$ cat src/rtl/demux8_scatter_if.sv
// Stream-in / bank-out bundle for the 1:8 scatter buffer.
// The slave view belongs to the buffer and the master view to its environment.
interface demux8_scatter_if #(
  parameter int DATA_W = 32,
  parameter int LANES  = 8
);
  logic                    enable;
  logic                    flush;
  logic                    in_valid;
  logic                    in_ready;
  logic [DATA_W-1:0]       in_data;
  logic                    out_valid;
  logic                    out_ready;
  logic [LANES*DATA_W-1:0] dout;
  logic [2:0]              fill_cnt;

  modport slave (
    input  enable, flush, in_valid, in_data, out_ready,
    output in_ready, out_valid, dout, fill_cnt
  );

  modport master (
    output enable, flush, in_valid, in_data, out_ready,
    input  in_ready, out_valid, dout, fill_cnt
  );
endinterface

$ cat src/rtl/demux8_scatter.sv
// Serial-to-parallel 1:8 scatter buffer: packs 8 consecutive input words into one
// parallel bank, filling the next group in a shadow while the previous bank is held.
//
//   state        | meaning
//   FILL0..FILL7 | fill_q = number of words parked in the shadow for the current group
//   EMPTY        | full_q = 0, no bank presented on dout
//   FULL         | full_q = 1, dout holds a complete bank awaiting out_ready
module demux8_scatter #(
  parameter int DATA_W = 32,
  parameter int LANES  = 8
) (
  input  logic              CLK,
  input  logic              RESETn,
  demux8_scatter_if.slave   bus
);

  localparam logic [2:0] LAST = 3'(LANES - 1);

  logic [2:0]              fill_q, fill_d;
  logic                    full_q, full_d;
  logic [DATA_W-1:0]       shadow [LANES-1];
  logic [LANES*DATA_W-1:0] dout_q;
  logic [LANES*DATA_W-1:0] bank_d;
  logic                    in_ready;
  logic                    accept;
  logic                    load;
  logic                    consume;

  always_ff @(posedge CLK or negedge RESETn) begin
    if (!RESETn) begin
      fill_q <= '0;
      full_q <= 1'b0;
    end else begin
      fill_q <= fill_d;
      full_q <= full_d;
    end
  end

  always_comb begin
    fill_d = fill_q;
    full_d = full_q;
    if (bus.flush)
      fill_d = '0;
    else if (accept)
      fill_d = (fill_q == LAST) ? 3'd0 : fill_q + 3'd1;
    // A bank load wins over a consume so back-to-back banks never bubble.
    if (load)
      full_d = 1'b1;
    else if (consume)
      full_d = 1'b0;
  end

  always_comb begin
    // Only the closing word of a group has to wait for the output bank to drain.
    in_ready = RESETn & bus.enable & ~bus.flush
             & ~((fill_q == LAST) & full_q & ~bus.out_ready);
    accept   = bus.in_valid & in_ready;
    load     = accept & (fill_q == LAST);
    consume  = full_q & bus.out_ready;
  end

  always_comb begin
    bank_d = '0;
    for (int k = 0; k < LANES - 1; k++)
      bank_d[k*DATA_W +: DATA_W] = shadow[k];
    bank_d[(LANES-1)*DATA_W +: DATA_W] = bus.in_data;
  end

  always_ff @(posedge CLK or negedge RESETn) begin
    if (!RESETn) begin
      for (int k = 0; k < LANES - 1; k++)
        shadow[k] <= '0;
      dout_q <= '0;
    end else begin
      if (accept && (fill_q != LAST))
        shadow[fill_q] <= bus.in_data;
      if (load)
        dout_q <= bank_d;
    end
  end

  assign bus.in_ready  = in_ready;
  assign bus.out_valid = full_q;
  assign bus.dout      = dout_q;
  assign bus.fill_cnt  = fill_q;

endmodule

$ cat src/flat_wrapper.sv
// flat-port wrapper written by rule: the top's interface ports become plain ports
module demux8_scatter_flat 
#(
  parameter int DATA_W = 32,
  parameter int LANES  = 8
)
  (CLK, RESETn, bus_enable, bus_flush, bus_in_valid, bus_in_data, bus_out_ready, bus_in_ready, bus_out_valid, bus_dout, bus_fill_cnt);
  demux8_scatter_if #(.DATA_W(DATA_W), .LANES(LANES)) bus_i ();
  input  logic CLK;
  input  logic RESETn;
  input wire logic [$bits(bus_i.enable)-1:0] bus_enable;
  input wire logic [$bits(bus_i.flush)-1:0] bus_flush;
  input wire logic [$bits(bus_i.in_valid)-1:0] bus_in_valid;
  input wire logic [$bits(bus_i.in_data)-1:0] bus_in_data;
  input wire logic [$bits(bus_i.out_ready)-1:0] bus_out_ready;
  output wire logic [$bits(bus_i.in_ready)-1:0] bus_in_ready;
  output wire logic [$bits(bus_i.out_valid)-1:0] bus_out_valid;
  output wire logic [$bits(bus_i.dout)-1:0] bus_dout;
  output wire logic [$bits(bus_i.fill_cnt)-1:0] bus_fill_cnt;
  assign bus_i.enable = bus_enable;
  assign bus_i.flush = bus_flush;
  assign bus_i.in_valid = bus_in_valid;
  assign bus_i.in_data = bus_in_data;
  assign bus_i.out_ready = bus_out_ready;
  assign bus_in_ready = bus_i.in_ready;
  assign bus_out_valid = bus_i.out_valid;
  assign bus_dout = bus_i.dout;
  assign bus_fill_cnt = bus_i.fill_cnt;
  demux8_scatter #(.DATA_W(DATA_W), .LANES(LANES)) u_core (.CLK(CLK), .RESETn(RESETn), .bus(bus_i));
endmodule
$ cat config.mk
export PLATFORM = sky130hd
export DESIGN_NAME = demux8_scatter_flat
export DESIGN_NICKNAME = d
export VERILOG_FILES = /design/src/rtl/demux8_scatter_if.sv /design/src/rtl/demux8_scatter.sv /design/src/flat_wrapper.sv
export SDC_FILE = /design/constraint.sdc
export NUM_CORES = 1
export LEC_CHECK = 0
export BUFFER_PORTS_ARGS = -buffer_cell sky130_fd_sc_hd__buf_4
export CAP_MARGIN = 5
export CELL_PAD_IN_SITES_DETAIL_PLACEMENT = 0
export CELL_PAD_IN_SITES_GLOBAL_PLACEMENT = 1
export CORE_MARGIN = 4
export CORE_UTILIZATION = 49
export CTS_BUF_LIST = sky130_fd_sc_hd__clkbuf_4
export DETAILED_ROUTE_END_ITERATION = 8
export HOLD_SLACK_MARGIN = 0.02
export PLACE_DENSITY = 0.94
export SKIP_CTS_REPAIR_TIMING = 1
export SYNTH_ARGS = -nofsm -noshare
export SYNTH_HDL_FRONTEND = slang
export SYNTH_SLANG_ARGS = --single-unit
$ cat constraint.sdc
create_clock -name CLK -period 2.3 [get_ports CLK]
set_input_delay 0.345 -clock CLK [delete_from_list [all_inputs] [get_ports CLK]]
set_output_delay 0.345 -clock CLK [all_outputs]
set_load 0.03 [all_outputs]
# After elaboration in Yosys (flattened, before gate mapping)
# Cells that the tools add are included.
[classes]
n_eq_ne = 2
n_div = 0
n_reduce_logical = 4
bitwise = 12
order_cmp = 2
muxes = 8
n_shift = 0
n_addsub = 1
multipliers = 0
[ops]
columns = ["cell", "n"]
rows = [
  ["224-bit bitwise mux", 1],
  ["32-bit demux with 3-bit select", 1],
  ["32-bit 2-to-1 mux", 1],
  ["3-bit 2-to-1 mux", 3],
  ["1-bit bitwise AND", 8],
  ["4-bit greater-or-equal comparator, second input constant", 1],
  ["4-bit by 1-bit less-than comparator with 1-bit output, second input constant", 1],
  ["3-bit inverter with 4-bit output", 1],
  ["2-bit nonzero test", 2],
  ["3-bit by 1-bit adder with 3-bit output, second input constant", 1],
  ["3-bit == test, second input constant", 1],
  ["3-bit != test, second input constant", 1],
  ["1-bit inverter", 3],
  ["1-bit logical AND", 2],
  ["1-bit 2-to-1 mux", 2],
]
[word_totals]
inputBits = 38
mem_count = 0
ram_bits = 0
regBits = 484
latchBits = 0
mem_bits_ro = 0

# Longest topological paths before layout
[depth]
depth_word = 8
mapped_depth = 7
ltp_nobuf = 5

# Least setup slack after synthesis
# Ideal clock, no wire load.
[synth_path]
path_kind = "reg2out"
startpoint = "register u_core.fill_q[0], in the netlist u_core.bus.fill_cnt[0]"
endpoint = "output port bus_in_ready"
path_stages_with_launch = 5
setup_slack_ps = -300
t_arrival_ps = 2255
path_buffers = 0
cell_sequence = "dfrtp_1 > ha_1 > ha_1 > and3b_1 > nor4bb_1"
[synth_between]
elab_chain_len = 5
[synth_rtl]
columns = ["item", "line_no", "text"]
rows = [
  ["start: declaration", "demux8_scatter.sv:19", "logic [2:0] fill_q, fill_d;"],
  ["start signal: assignment", "demux8_scatter.sv:34", "fill_q <= fill_d;"],
  ["3-bit == test", "demux8_scatter.sv:56", "& ~((fill_q == LAST) & full_q & ~bus.out_ready);"],
  ["1-bit bitwise AND (2 in series)", "demux8_scatter.sv:56", ""],
  ["1-bit inverter", "demux8_scatter.sv:56", ""],
  ["1-bit bitwise AND", "demux8_scatter.sv:56", ""],
  ["end: declaration", "flat_wrapper.sv:16", "output wire logic [$bits(bus_i.in_ready)-1:0] bus_in_ready;"],
]
# No other way between the ends.

# Final worst setup path
# Same ends and word-level chain as after synthesis.

==> impl_metrics.json <==
{
  "finalHoldViolations": 0,
  "synth_area_leaders": "dfrtp_1 (67%), mux2_2 (29%), mux2_1 (1.3%), buf_4 (1.0%), buf_2 (0.69%)",
  "netlist_area_um2": 18100,
  "ios": 299,
  "gr-total-overflow": 0,
  "placedCellCount": 1794,
  "initial_core_util_pct": 49.5,
  "final_cells": 2042,
  "max_slew_margin_pct": 37.8,
  "htree_levels": 3,
  "rows": 70,
  "dp_hpwl_mm": 26.8,
  "r2r_setup_slack_ns": 0.25,
  "synth_simple_gate_area_share_pct": 0.929,
  "yosysTopAreaCellShare_pct": 67.1,
  "fin_crit_ns": 2.58,
  "synth_top_area_cell": "dfrtp_1",
  "cts_buffer_depth": 3,
  "synth-edff-count": 0,
  "clock_latency_ns": 0.80,
  "comb_power_share_pct": 3.8,
  "layout_setup_ws_ns": -0.279,
  "violations": "setup timing",
  "grt_max_degree": 169,
  "die_area_um2": 40000,
  "fmax_mhz": 388,
  "ys_ff_latch": 484,
  "required_ns": 1.96,
  "min_period_over_period_pct": 112,
  "avgSynthCellArea_um2": 17.3,
  "wl_per_cell_um": 20.1,
  "drc": 0,
  "synth.yosys.warnings": 0,
  "routed_wl_mm": 41.1,
  "synth_top_flop_cell": "dfrtp_1",
  "worstMarginPinSlew_ns": 0.933,
  "ys_seq_area_share_pct": 67.1,
  "synth-compound-area-share_pct": 0.187,
  "switchingPower_w": 0.00373,
  "end_kind": "output port",
  "vias": 10600,
  "synth-adder-area-share_pct": 0.139,
  "synth_top_family_by_area": "multiplexers",
  "power.total_w": 0.0164,
  "worstPathMaxFanout": 8,
  "cts_root_buf": "clkbuf_4",
  "synthXorXnorAreaFrac_pct": 0,
  "cts_buffers": 119,
  "place_congestion": 0.761,
  "clock-skew-final_ns": 0.0532,
  "core-area_um2": 36400,
  "fin_nets": 1526,
  "clock_power_share_pct": 42.2,
  "slew_violations": 0,
  "die_h_um": 200,
  "p_leak_nw": 12.3,
  "syn-num-nets": 1086,
  "area_growth_pct": 26.7,
  "cts_tree": "done",
  "outcome": "finished, violations left",
  "setup_viol_count_final": 1,
  "grt_pass1_vias": 11500,
  "grt_pass1_wl_mm": 63.6,
  "drive_gt1_share_pct": 62.6,
  "async_flop_share_pct": 100,
  "yosys-top-cells-count": "dfrtp_1 (484), mux2_2 (459), buf_2 (25)",
  "drtAntennaViolNets": 0,
  "hold_class": "input pin to flop",
  "crit_arrival_ns": 2.23,
  "crit_type": "flop to output port",
  "clkTransAtPathRegs_ns": 0.07,
  "syn_inst": 1046,
  "grt_usage_pct": 20.4,
  "viasPerCell": 5.19,
  "muxShareOfSynthArea_pct": 29.9,
  "antenna_found_initial": 2,
  "die_w_um": 200,
  "p_seq_share_pct": 54.0,
  "port_buffers": 298,
  "rsz0062_at_grt": "true",
  "cp-start-kind": "flop",
  "power.density_nw_per_um2": 716,
  "drt_iter0_drc": 396,
  "gr-max-usage-layer": "met2",
  "use_met1_pct": 25.8,
  "grtUsageMet3_pct": 7.12,
  "synth.distinct_cells": 25,
  "max-vdd-ir-drop_v": 0.000515,
  "cts_sinks": 484,
  "synth.most_common_cell": "dfrtp_1",
  "p_int_w": 0.0126,
  "drtPass1Iterations": 4,
  "p_sw_share_pct": 22.8,
  "max-cap-violations": 0,
  "grt_use_met2_pct": 32.6
}
cells by family after synthesis:
| family | Yosys count |
|---|---|
| flip-flops | 484 |
| multiplexers | 480 |
| buffers and inverters | 50 |
| AND/OR/NAND/NOR | 24 |
| AO/OA/AOI/OAI | 6 |
| adder cells (fa/ha/maj) | 2 |
cell usage in the layout (no fill, tap or decap), types with 2 or more instances in the layout:
cell type,netlist,final
dfrtp_1,484,484
mux2_2,459,459
buf_4,24,318
clkbuf_4,0,171
dlygate4sd3_1,0,38
clkinv_1,0,27
mux2_1,21,21
buf_12,0,11
nand2_2,0,4
diode_2,0,3
nor2b_1,3,3
o21ai_0,3,3
clkinvlp_4,0,3
and4bb_2,2,2
nand3_2,0,2
a21oi_1,2,2
bufinv_16,0,2
final cells by class:
cell class | instances | area (um^2)
Multi-Input combinational cell | 512 | 5680
Inverter | 1 | 3.75
Fill cell | 2667 | 13600
Antenna cell | 3 | 7.51
Sequential cell | 484 | 12100
Timing Repair Buffer | 368 | 3000
Clock buffer | 171 | 1280
Clock inverter | 35 | 201
Tap cell | 468 | 586
worst paths after layout:
check                                                   start                            endpoint  cells after the start
max                        u_core.bus.fill_cnt[0]$_DFFE_PN0P_                        bus_in_ready                      5
min                                              bus_in_valid  u_core.bus.fill_cnt[2]$_DFFE_PN0P_                      4
max reg2reg                u_core.bus.fill_cnt[0]$_DFFE_PN0P_       u_core.bank_d[11]$_DFFE_PN0P_                      7
min reg2reg                    u_core.bank_d[134]$_DFFE_PN0P_    u_core.bus.dout[134]$_DFFE_PN0P_                      1
max in group asynchronous                              RESETn    u_core.bus.dout[167]$_DFFE_PN0P_                      4
min in group asynchronous                              RESETn    u_core.bus.dout[121]$_DFFE_PN0P_                      3
routing by layer:
layer	part of all wire (%)	vias up	routed length [um]
met2	48	308	19900
met1	42	5519	17100
met5	0	-	0
met4	2.7	0	1130
li1	-	4697	-
met3	7.2	70	2970
power by group through the flow:
stage               clock (W)  sequential (W)  combinational [W]
floorplan                   0         0.00896           0.000222
global placement            0         0.00898           0.000560
detailed placement          0         0.00900           0.000585
CTS                   0.00714         0.00884           0.000585
global route          0.00764         0.00886           0.000700
finish                0.00691         0.00884           0.000620
critical path: stages, from the launching register on:
cell	delay (ns)
dfrtp_1	0.39
ha_2	0.21
ha_4	0.18
and3b_2	0.21
nor4bb_2	0.26
buf_4	0.21
flip-flops by register name (all words and copies together), names as in the netlist:
| name | flops |
|---|---|
| u_core.bus.dout | 256 |
| u_core.bus.fill_cnt | 3 |
| u_core.bank_d | 224 |
| u_core.bus.out_valid | 1 |
per-stage QoR:
step | setup slack [ns] | utilization, % | hold WS (ns) | TNS (ns) | instance area, um^2
after global routing | -0.409 | 62.8 | 0.0405 | -0.409 | 22900
after CTS | -0.553 | 61.7 | -0.745 | -0.553 | 22500
after floorplan | 0.000104 | - | 0.0494 | 0 | 18100
after detailed placement | 0.153 | 57.6 | 0.156 | 0 | 21000
after global placement | 0.179 | 57.6 | 0.156 | 0 | 21000
final | -0.279 | 62.8 | 0.0836 | -0.279 | 22900
(Power assumes the default switching activity.)
